### src/rtl/npu_bus_pkg.sv
// Shared encodings for the NPU 15-bit address/data load protocol: regions, op codes,
// region sizes, flat source ROM layout and the host loader state set.
package npu_bus_pkg;

  localparam int unsigned ADDR_W = 15;
  localparam int unsigned IDX_W  = 12;
  localparam int unsigned SRC_W  = 11;
  localparam int unsigned DATA_W = 8;
  localparam int unsigned RES_W  = 24;

  typedef enum logic [2:0] {
    REG_IMG = 3'b000,
    REG_C1  = 3'b001,
    REG_C2  = 3'b010,
    REG_FC1 = 3'b011,
    REG_FC2 = 3'b100,
    REG_OP  = 3'b101
  } region_e;

  localparam logic [IDX_W-1:0] OP_RST  = 12'd0;
  localparam logic [IDX_W-1:0] OP_TRIG = 12'd1;
  localparam logic [IDX_W-1:0] OP_REQ  = 12'd2;

  localparam int unsigned N_IMG = 240;
  localparam int unsigned N_C1  = 90;
  localparam int unsigned N_C2  = 90;
  localparam int unsigned N_FC1 = 1320;
  localparam int unsigned N_FC2 = 10;

  localparam logic [SRC_W-1:0] BASE_IMG = 11'd0;
  localparam logic [SRC_W-1:0] BASE_C1  = 11'd240;
  localparam logic [SRC_W-1:0] BASE_C2  = 11'd330;
  localparam logic [SRC_W-1:0] BASE_FC1 = 11'd420;
  localparam logic [SRC_W-1:0] BASE_FC2 = 11'd1740;

  typedef enum logic [3:0] {
    StIdle,
    StOpRst,
    StImg,
    StWc1,
    StWc2,
    StWf1,
    StWf2,
    StOpTrig,
    StReq,
    StWaitR,
    StGap
  } loader_state_e;

  function automatic logic [SRC_W-1:0] region_base(input region_e r);
    case (r)
      REG_IMG: return BASE_IMG;
      REG_C1:  return BASE_C1;
      REG_C2:  return BASE_C2;
      REG_FC1: return BASE_FC1;
      REG_FC2: return BASE_FC2;
      default: return '0;
    endcase
  endfunction

  function automatic logic [IDX_W-1:0] region_last(input region_e r);
    case (r)
      REG_IMG: return IDX_W'(N_IMG - 1);
      REG_C1:  return IDX_W'(N_C1 - 1);
      REG_C2:  return IDX_W'(N_C2 - 1);
      REG_FC1: return IDX_W'(N_FC1 - 1);
      REG_FC2: return IDX_W'(N_FC2 - 1);
      default: return '0;
    endcase
  endfunction

  // Non-data states map to REG_OP so their ROM base is never used.
  function automatic region_e state_region(input loader_state_e s);
    case (s)
      StImg:   return REG_IMG;
      StWc1:   return REG_C1;
      StWc2:   return REG_C2;
      StWf1:   return REG_FC1;
      StWf2:   return REG_FC2;
      default: return REG_OP;
    endcase
  endfunction

  function automatic loader_state_e next_data_state(input loader_state_e s);
    case (s)
      StImg:   return StWc1;
      StWc1:   return StWc2;
      StWc2:   return StWf1;
      StWf1:   return StWf2;
      default: return StOpTrig;
    endcase
  endfunction

endpackage

### src/rtl/npu_bus_beat.sv
// Single-entry holding register for one NPU bus transaction: loads when empty, holds
// address/data/direction stable until valid&ready, and flags the accept cycle.
module npu_bus_beat
  import npu_bus_pkg::*;
(
  input  logic              clk_i,
  input  logic              rst_i,
  input  logic              load_i,
  input  logic [ADDR_W-1:0] addr_i,
  input  logic [DATA_W-1:0] wdata_i,
  input  logic              we_i,
  input  logic              ready_i,
  output logic              valid_o,
  output logic [ADDR_W-1:0] addr_o,
  output logic [DATA_W-1:0] wdata_o,
  output logic              we_o,
  output logic              accept_o
);

  logic              valid_q, valid_d;
  logic [ADDR_W-1:0] addr_q, addr_d;
  logic [DATA_W-1:0] wdata_q, wdata_d;
  logic              we_q, we_d;

  always_comb begin
    accept_o = valid_q & ready_i;
    valid_d  = valid_q;
    addr_d   = addr_q;
    wdata_d  = wdata_q;
    we_d     = we_q;
    if (accept_o) begin
      valid_d = 1'b0;
    end
    // A load while a beat is still pending would corrupt it; the owner never does that.
    if (load_i && !valid_q) begin
      valid_d = 1'b1;
      addr_d  = addr_i;
      wdata_d = wdata_i;
      we_d    = we_i;
    end
  end

  always_ff @(posedge clk_i) begin
    if (rst_i) begin
      valid_q <= 1'b0;
      addr_q  <= '0;
      wdata_q <= '0;
      we_q    <= 1'b0;
    end else begin
      valid_q <= valid_d;
      addr_q  <= addr_d;
      wdata_q <= wdata_d;
      we_q    <= we_d;
    end
  end

  assign valid_o = valid_q;
  assign addr_o  = addr_q;
  assign wdata_o = wdata_q;
  assign we_o    = we_q;

endmodule

### src/rtl/npu_host_loader.sv
// Host-side NPU loader: sends the rst op, streams image and weights from the flat source
// ROM, triggers the NPU, then polls require until done or the poll budget runs out.
module npu_host_loader
  import npu_bus_pkg::*;
#(
  parameter int unsigned POLL_GAP = 8,
  parameter int unsigned MAX_POLL = 1024
) (
  input  logic              clk,
  input  logic              rst,
  input  logic              go,
  output logic              busy,
  output logic              done,
  output logic              timeout_err,
  output logic [RES_W-1:0]  result,
  output logic              src_rd,
  output logic [SRC_W-1:0]  src_addr,
  input  logic [DATA_W-1:0] src_data,
  output logic              bus_valid,
  input  logic              bus_ready,
  output logic              bus_we,
  output logic [ADDR_W-1:0] bus_addr,
  output logic [DATA_W-1:0] bus_wdata,
  input  logic              bus_rvalid,
  input  logic              bus_rdone,
  input  logic [RES_W-1:0]  bus_rdata
);

  localparam int unsigned PollW = $clog2(MAX_POLL + 1);
  localparam int unsigned GapW  = $clog2(POLL_GAP + 1);

  loader_state_e     state_q, state_d;
  logic [IDX_W-1:0]  idx_q, idx_d;
  logic              fetch_q, fetch_d;
  logic [PollW-1:0]  poll_q, poll_d, poll_inc;
  logic [GapW-1:0]   gap_q, gap_d;
  logic [RES_W-1:0]  result_q, result_d;
  logic              timeout_err_q, timeout_err_d;
  logic              timeout_now;

  logic              beat_accept;
  logic [ADDR_W-1:0] beat_addr;
  logic [DATA_W-1:0] beat_wdata;
  logic              beat_we;

  assign poll_inc = poll_q + PollW'(1);

  always_comb begin
    state_d       = state_q;
    idx_d         = idx_q;
    fetch_d       = 1'b0;
    poll_d        = poll_q;
    gap_d         = gap_q;
    result_d      = result_q;
    timeout_err_d = timeout_err_q;
    timeout_now   = 1'b0;
    src_rd        = 1'b0;
    done          = 1'b0;
    unique case (state_q)
      StIdle: begin
        if (go) begin
          state_d       = StOpRst;
          fetch_d       = 1'b1;
          poll_d        = '0;
          timeout_err_d = 1'b0;
        end
      end
      StOpRst: begin
        if (beat_accept) begin
          state_d = StImg;
          idx_d   = '0;
          fetch_d = 1'b1;
          src_rd  = 1'b1;
        end
      end
      StImg, StWc1, StWc2, StWf1, StWf2: begin
        // The accept cycle doubles as the ROM fetch cycle of the following beat.
        if (beat_accept) begin
          if (idx_q == region_last(state_region(state_q))) begin
            state_d = next_data_state(state_q);
            idx_d   = '0;
          end else begin
            idx_d = idx_q + IDX_W'(1);
          end
          fetch_d = 1'b1;
          src_rd  = (state_d != StOpTrig);
        end
      end
      StOpTrig: begin
        if (beat_accept) begin
          state_d = StReq;
          fetch_d = 1'b1;
        end
      end
      StReq: begin
        if (beat_accept) begin
          state_d = StWaitR;
        end
      end
      StWaitR: begin
        if (bus_rvalid) begin
          if (bus_rdone) begin
            result_d = bus_rdata;
            done     = 1'b1;
            state_d  = StIdle;
          end else if (poll_inc == PollW'(MAX_POLL)) begin
            poll_d        = poll_inc;
            timeout_err_d = 1'b1;
            timeout_now   = 1'b1;
            done          = 1'b1;
            state_d       = StIdle;
          end else begin
            poll_d  = poll_inc;
            gap_d   = '0;
            state_d = StGap;
          end
        end
      end
      StGap: begin
        if (gap_q == GapW'(POLL_GAP - 1)) begin
          state_d = StReq;
          fetch_d = 1'b1;
        end else begin
          gap_d = gap_q + GapW'(1);
        end
      end
      default: state_d = StIdle;
    endcase
  end

  always_comb begin
    src_addr = '0;
    if (src_rd) begin
      src_addr = region_base(state_region(state_d)) + SRC_W'(idx_d);
    end
  end

  // Beat contents are loaded one cycle after the fetch, when src_data is valid.
  always_comb begin
    beat_addr  = {state_region(state_q), idx_q};
    beat_wdata = src_data;
    beat_we    = 1'b1;
    case (state_q)
      StOpRst: begin
        beat_addr  = {REG_OP, OP_RST};
        beat_wdata = '0;
      end
      StOpTrig: begin
        beat_addr  = {REG_OP, OP_TRIG};
        beat_wdata = '0;
      end
      StReq: begin
        beat_addr  = {REG_OP, OP_REQ};
        beat_wdata = '0;
        beat_we    = 1'b0;
      end
      default: ;
    endcase
  end

  always_ff @(posedge clk) begin
    if (rst) begin
      state_q       <= StIdle;
      idx_q         <= '0;
      fetch_q       <= 1'b0;
      poll_q        <= '0;
      gap_q         <= '0;
      result_q      <= '0;
      timeout_err_q <= 1'b0;
    end else begin
      state_q       <= state_d;
      idx_q         <= idx_d;
      fetch_q       <= fetch_d;
      poll_q        <= poll_d;
      gap_q         <= gap_d;
      result_q      <= result_d;
      timeout_err_q <= timeout_err_d;
    end
  end

  npu_bus_beat u_beat (
    .clk_i    (clk),
    .rst_i    (rst),
    .load_i   (fetch_q),
    .addr_i   (beat_addr),
    .wdata_i  (beat_wdata),
    .we_i     (beat_we),
    .ready_i  (bus_ready),
    .valid_o  (bus_valid),
    .addr_o   (bus_addr),
    .wdata_o  (bus_wdata),
    .we_o     (bus_we),
    .accept_o (beat_accept)
  );

  assign busy        = (state_q != StIdle);
  assign result      = result_q;
  assign timeout_err = timeout_err_q | timeout_now;

endmodule
### config.mk
export PLATFORM = sky130hd
export DESIGN_NAME = npu_host_loader
export DESIGN_NICKNAME = d
export VERILOG_FILES = /design/src/rtl/npu_bus_pkg.sv /design/src/rtl/npu_bus_beat.sv /design/src/rtl/npu_host_loader.sv
export SDC_FILE = /design/constraint.sdc
export NUM_CORES = 1
export LEC_CHECK = 0
export BUFFER_PORTS_ARGS = -buffer_cell sky130_fd_sc_hd__buf_2
export CAP_MARGIN = 20
export CORE_MARGIN = 2
export CORE_UTILIZATION = 25
export CTS_CLUSTER_SIZE = 12
export DETAILED_ROUTE_END_ITERATION = 10
export SYNTH_ARGS = -nofsm -noshare
export SYNTH_HDL_FRONTEND = slang
export SYNTH_SLANG_ARGS = --single-unit
### constraint.sdc
create_clock -name clk -period 5.9 [get_ports clk]
set_input_delay 1.18 -clock clk [delete_from_list [all_inputs] [get_ports clk]]
set_output_delay 1.18 -clock clk [all_outputs]
set_load 0.005 [all_outputs]
---- Word level (Yosys, flattened, before mapping) ----
Index checks and enable logic that the tools add are counted.
word-level totals
  register bits after elaboration ......... 82
  bits of input ports ..................... 38
  output and inout bits ................... 64
  word-level logic and storage cells ...... 132
cells by class
  add/subtract/negate cells ............... 4
  equality and inequality tests ........... 35
  muxes and demuxes ....................... 61
  bitwise gates (word level) .............. 2
  reduce and logical (&&, ||, !) cells .... 18
operator list
  cell                                                                   count
  11-bit case mux with 4 select lines                                    2
  4-bit 2-to-1 mux                                                       16
  12-bit 2-to-1 mux                                                      5
  11-bit 2-to-1 mux                                                      5
  15-bit case mux with 3 select lines                                    1
  4-bit by 3-bit equality test with 1-bit output, second input constant  8
  3-bit case mux with 5 select lines                                     2
  4-bit case mux with 7 select lines                                     1
  12-bit case mux with 2 select lines                                    1
  11-bit case mux with 2 select lines                                    1
  1-bit 2-to-1 mux                                                       18
  4-bit by 2-bit equality test with 1-bit output, second input constant  4
  2-bit != test, second input constant                                   8
  12-bit by 1-bit adder with 12-bit output, second input constant        1
  12-bit equality test                                                   1
  3-bit by 2-bit equality test with 1-bit output, second input constant  4
  4-bit equality test, second input constant                             3
  3-bit case mux with 4 select lines                                     1
  11-bit by 1-bit adder with 11-bit output, second input constant        1
  11-bit adder                                                           1
  11-bit equality test, second input constant                            1
  5-bit AND reduction                                                    2
  3-bit 2-to-1 mux                                                       3
  8-bit 2-to-1 mux                                                       1
  other kinds (22)                                                       29

---- Longest topological paths before layout ----
  word-level depth ........................ 23
  depth in mapped cells ................... 22

---- By module ----
From an unflattened synthesis, not the netlist that was laid out.
unflattened totals
  cell total of the unflattened synthesis .. 639
  area, all modules ....................... 5066.1 um^2
modules (own cells, without submodules)
  module           instances  cells an instance  area an instance (um^2)  sequential area each (um^2)
  npu_host_loader  1          527                3886.2                   1141.1
  npu_bus_beat     1          112                1179.9                   500.5

---- Least setup slack after synthesis ----
No wires, ideal clock.
  kind .................................... in2out
  start ................................... in bus_ready
  end ..................................... out src_addr[10]
  data arrival time ....................... 4381 ps
  required time ........................... 4720 ps
  slack ................................... 339 ps
  stages on the path ...................... 20
  buffers on the path ..................... 1
  cell sequence ........................... and2_1 > clkbuf_1 > nand2_1 > a32oi_1 > nand2_1 > nor3_1 > nor2_1 > xor2_1 > nand2b_1 > inv_1 > ha_1 > a21o_1 > a21oi_1 > o21ai_0 > o21ai_0 > nand2b_1 > a21oi_1 > o21ai_0 > xnor3_1 > nor2_1
between the ends
  longest elaborated chain between the ends .. 11
ends and longest elaborated chain
  what                                                                                                                     RTL line                RTL
  start: declaration                                                                                                       npu_host_loader.sv:20   input logic bus_ready,
  1-bit AND *                                                                                                              npu_bus_beat.sv:26      accept_o = valid_q & ready_i;
  4-bit 2-to-1 mux, on equally long branches                                                                               --
  4-bit case mux with 7 select lines                                                                                       npu_host_loader.sv:59   unique case (state_q)
  4-bit by 3-bit equality test with 1-bit output / 4-bit by 2-bit equality test with 1-bit output (equally long branches)  npu_bus_pkg.sv:74       case (s)
  3-bit case mux with 5 select lines                                                                                       npu_bus_pkg.sv:74
  3-bit 2-to-1 mux                                                                                                         npu_host_loader.sv:133  if (src_rd) begin
  3-bit equality test, or another cell as far along                                                                        npu_bus_pkg.sv:51       case (r)
  11-bit case mux with 4 select lines                                                                                      npu_bus_pkg.sv:51
  11-bit 2-to-1 mux                                                                                                        npu_host_loader.sv:133
  11-bit adder                                                                                                             npu_host_loader.sv:134  src_addr = region_base(state_region(state_d)) + SRC_W'(idx_d);
  11-bit 2-to-1 mux *                                                                                                      npu_host_loader.sv:133
  end: declaration                                                                                                         npu_host_loader.sv:17   output logic [SRC_W-1:0] src_addr,
Mark *: on every way between the ends. The rest lies on a longest branch, timed or not. The select of a mux whose other input is x is not followed.

---- Worst setup path in the final report ----
  start ................................... reg poll_q[0]
  end ..................................... out src_addr[10]
between the ends
  longest elaborated chain between the ends .. 14
ends and longest elaborated chain
  what                                                                                                                     RTL line                RTL
  start: declaration                                                                                                       npu_host_loader.sv:35   logic [PollW-1:0] poll_q, poll_d, poll_inc;
  start signal: assignment                                                                                                 npu_host_loader.sv:174  poll_q <= poll_d;
  11-bit by 1-bit adder with 11-bit output *                                                                               npu_host_loader.sv:46   assign poll_inc = poll_q + PollW'(1);
  11-bit equality test *                                                                                                   npu_host_loader.sv:106  end else if (poll_inc == PollW'(MAX_POLL)) begin
  4-bit 2-to-1 mux *                                                                                                       npu_host_loader.sv:106
  4-bit 2-to-1 mux *                                                                                                       npu_host_loader.sv:102  if (bus_rdone) begin
  4-bit 2-to-1 mux *                                                                                                       npu_host_loader.sv:101  if (bus_rvalid) begin
  4-bit case mux with 7 select lines *                                                                                     npu_host_loader.sv:59
  4-bit by 3-bit equality test with 1-bit output / 4-bit by 2-bit equality test with 1-bit output (equally long branches)  npu_bus_pkg.sv:74
  3-bit case mux with 5 select lines *                                                                                     npu_bus_pkg.sv:74
  3-bit 2-to-1 mux *                                                                                                       npu_host_loader.sv:133
  3-bit equality test, or another cell as far along                                                                        npu_bus_pkg.sv:51
  11-bit case mux with 4 select lines *                                                                                    npu_bus_pkg.sv:51
  11-bit 2-to-1 mux *                                                                                                      npu_host_loader.sv:133
  11-bit adder *                                                                                                           npu_host_loader.sv:134
  11-bit 2-to-1 mux *                                                                                                      npu_host_loader.sv:133
Marked as above.

==> summary.md <==
| Metric | Value |
|---|---|
| Outcome | `completed` |
| Area Growth Syn to Fin | `30.2%` |
| ANT cells | `0` |
| Critical Path Max Stage Delay | `0.43 ns` |
| Setup TNS | `0 ns` |
| Pwr dens | `221 nW/um^2` |
| Leakage Power | `2.50 nW` |
| Hold Crit Class | `reg -> reg` |
| # setup viols final | `0` |
| Layout cells sized above 1 | `27.8%` |
| Critical Path Start Type | `flop` |
| WL/cell | `14.1 um` |
| Syn Area/Cell | `7.64 um^2` |
| F_max | `176 MHz` |
| Reg clk slew, reported paths | `0.06 ns` |
| # IOs | `102` |
| Iter 0 DRT Violations | `370` |
| RSZ-0062 raised after global routing | `yes` |
| Core Region | `17900 um^2` |
| Max_slew headroom | `32.1%` |
| Die width | `139 um` |
| Final Cycle Share | `96.5%` |
| CTS tree | `done` |
| Clock Tree Buf Depth | `2` |
| Pin count of the biggest net entering global routing | `82` |
| Crit path DAT | `4.51 ns` |
| Minimum clock period | `5.69 ns` |
| Filler cells | `1895` |
| Critical path's slowest cell | `a311o_2` |
| Design Power | `1.31 mW` |
| Mapped cell area | `4540 um^2` |
| Most common cell in the synthesized netlist | `nand2_1` |
| Number of global-route vias before repair | `4028` |
| Starting Density | `25.4%` |
| GRT Util Overall | `13.0%` |
| Yosys top cell by area | `dfxtp_1` |
| FP Rows | `49` |
| Die Ht | `139 um` |
| Seq/Total Area, Yosys | `36.1%` |
| Crit-path cells | `ha_1, and4_2, a211o_1, a22oi_2, a31o_4, o211ai_1, a311o_2, xor2_1, nand2b_1, inv_1, ha_1, a21o_1, a21oi_2, o21ai_1, o21ai_1, nand2b_1, a21oi_2, o21ai_1, xnor3_1, nor2_1, buf_2` |
| Antenna violations before repair | `0` |
| Drt pass-1 iters | `5` |
| Buf+Inv Stages, Crit Path | `2` |
| Die ar. | `19300 um^2` |
| Final WL | `13200 um` |
| CTS Root Cell | `clkbuf_16` |
| Yosys reg bits | `82` |
| Ys flop type | `dfxtp_1` |
| Total congestion overflow | `0` |
| Worst hold slack | `0.449 ns` |
| Yosys Warn Count | `0` |
| Nets@finish | `752` |
| WP data required | `4.72 ns` |
| Post-Syn Instances | `595` |
| Post-synth EDFFs | `0` |
| CP Capture Type | `output port` |
| Fin. Hold Viols | `0` |
| CTS buffer count | `9` |
| Clock Skew | `0.0135 ns` |
| Post-synth top area share | `36.1%` |
| Synth area leaders | `dfxtp_1 (36%), nand2_1 (7.0%), a21oi_1 (6.5%), nor2_1 (6.2%), ha_1 (3.6%)` |
| Top cells by count, synth | `nand2_1 (85), dfxtp_1 (82), nor2_1 (75)` |
| DRC Markers | `0` |
| Gpl congestion | `0.837` |
| Crit path kind | `reg -> out` |
| Final-report max-slew violation count | `0` |
| Most frequent CP cell | `o21ai_1` |
| Total number of vias | `4622` |
| First-pass GRT wire length | `20800 um` |
| Max Fanout on Critical Path | `7` |
| Slew of the pin with the lowest slew margin | `1.02 ns` |
| Total clock sinks | `82` |
| DP HPWL | `9200 um` |
| Synth Net Count | `647` |
| Number of port buffers | `101` |
| Max Cap Viol | `0` |
| DR vias/cell | `4.95` |
| Clk_lat worst skew | `0.35 ns` |
| DRT antenna net count | `0` |
| Largest delay share family, worst path | `compound AO/OA/AOI/OAI gates` |
| H-tree depth | `3` |
| Asr flop ratio synth | `0%` |
| Library cells used by synthesis | `63` |
| VDD IR max | `0.000168 V` |
==> cell usage in the layout (no fill, tap or decap), types with 12 or more instances in the layout <==
master     n
dfxtp_1   74
nor2_1    72
nand2_1   85
buf_2    101
o21ai_0   17
ha_1      12
a21oi_1   57
nand3_1   16
inv_1     14
nor2b_1   14
buf_4     33
a22oi_1   20
==> flip-flops by register name (all words and copies together), names as in the netlist <==
| register | flops |
|---|---|
| u_beat.addr_o | 15 |
| poll_q | 11 |
| gap_q | 4 |
| u_beat.valid_o | 1 |
| result | 24 |
| timeout_err_q | 1 |
| u_beat.we_o | 1 |
| fetch_q | 1 |
| state_q | 4 |
| u_beat.wdata_o | 8 |
| idx_q | 12 |
==> area by class of cell <==
class	count	area [um^2]	area share, %
multi-input cells	455	2800	47.4
inverters	14	52.6	0.888
flip-flops and latches	82	1650	27.9
well taps	229	287	4.84
clock inverters	4	75.1	1.27
clock buffers	12	246	4.16
repair buffers	138	802	13.6
==> logic make-up after synthesis <==
group	Yosys count	synth area share [%]
xor+xnor	19	3.96
compound gates	156	22.3
simple gates	264	28.1
fa+ha+maj	14	4.02
buf+inv	58	5.01
mux	2	0.468
flops	82	36.1
==> worst paths after layout <==
check | start | endpoint | depth (start not counted) | slack [ns]
worst max-delay path | poll_q[0] | src_addr[10] | 21 | 0.21
worst min-delay path | result[0] | result[0] | 2 | 0.45
worst max register to register | state_q[0] | idx_q[10] | 10 | 3.15
worst min register to register | result[0] | result[0] | 2 | 0.45
==> routing by layer <==
| layer | GRT usage (%) | up-vias | share of wire, % |
|---|---|---|---|
| met1 | 18.0 | 2151 | 47 |
| met5 | 0 | - | 0 |
| met3 | 2.62 | 19 | 5.2 |
| met4 | 4.09 | 0 | 1.7 |
| met2 | 20.3 | 144 | 46 |
| li1 | - | 2308 | - |
==> report_power, final <==
group / internal [mW] / switching [mW] / total (mW)
logic: 0.0489 / 0.0747 / 0.124
clock network: 0.383 / 0.232 / 0.615
registers: 0.562 / 0.00505 / 0.567
total: 0.994 / 0.312 / 1.31
==> what timing repair did <==
action	in CTS	in global routing
setup buffers	0	7
endpoints found under the setup margin	2	3
hold buffers	0	0
pin swaps	0	11
gates resized for setup	6	35
==> worst register-to-register path, cell delays in order, from the launching register on <==
cell       delay [ns]
dfxtp_2          0.35
nor2b_2          0.17
a211o_1          0.32
a2111oi_4        0.33
nand4_2          0.17
buf_6            0.18
nor3_4           0.28
nor2_2           0.09
buf_4            0.18
a221o_1          0.39
nor2b_1          0.15
==> per-stage QoR <==
stage                     instance area, um^2  instances  worst slack (ns)  util [%]
final                                    5920        934             0.205      33.1
after global routing                     5920        934           -0.0649      33.1
after CTS                                5740        927            0.0283      32.1
after detailed placement                 5400        911            0.0720      30.2
after global placement                   5380        910             0.128      30.1
after floorplan                          4540        595             0.339         -
Power figures use the tool's default switching activity.
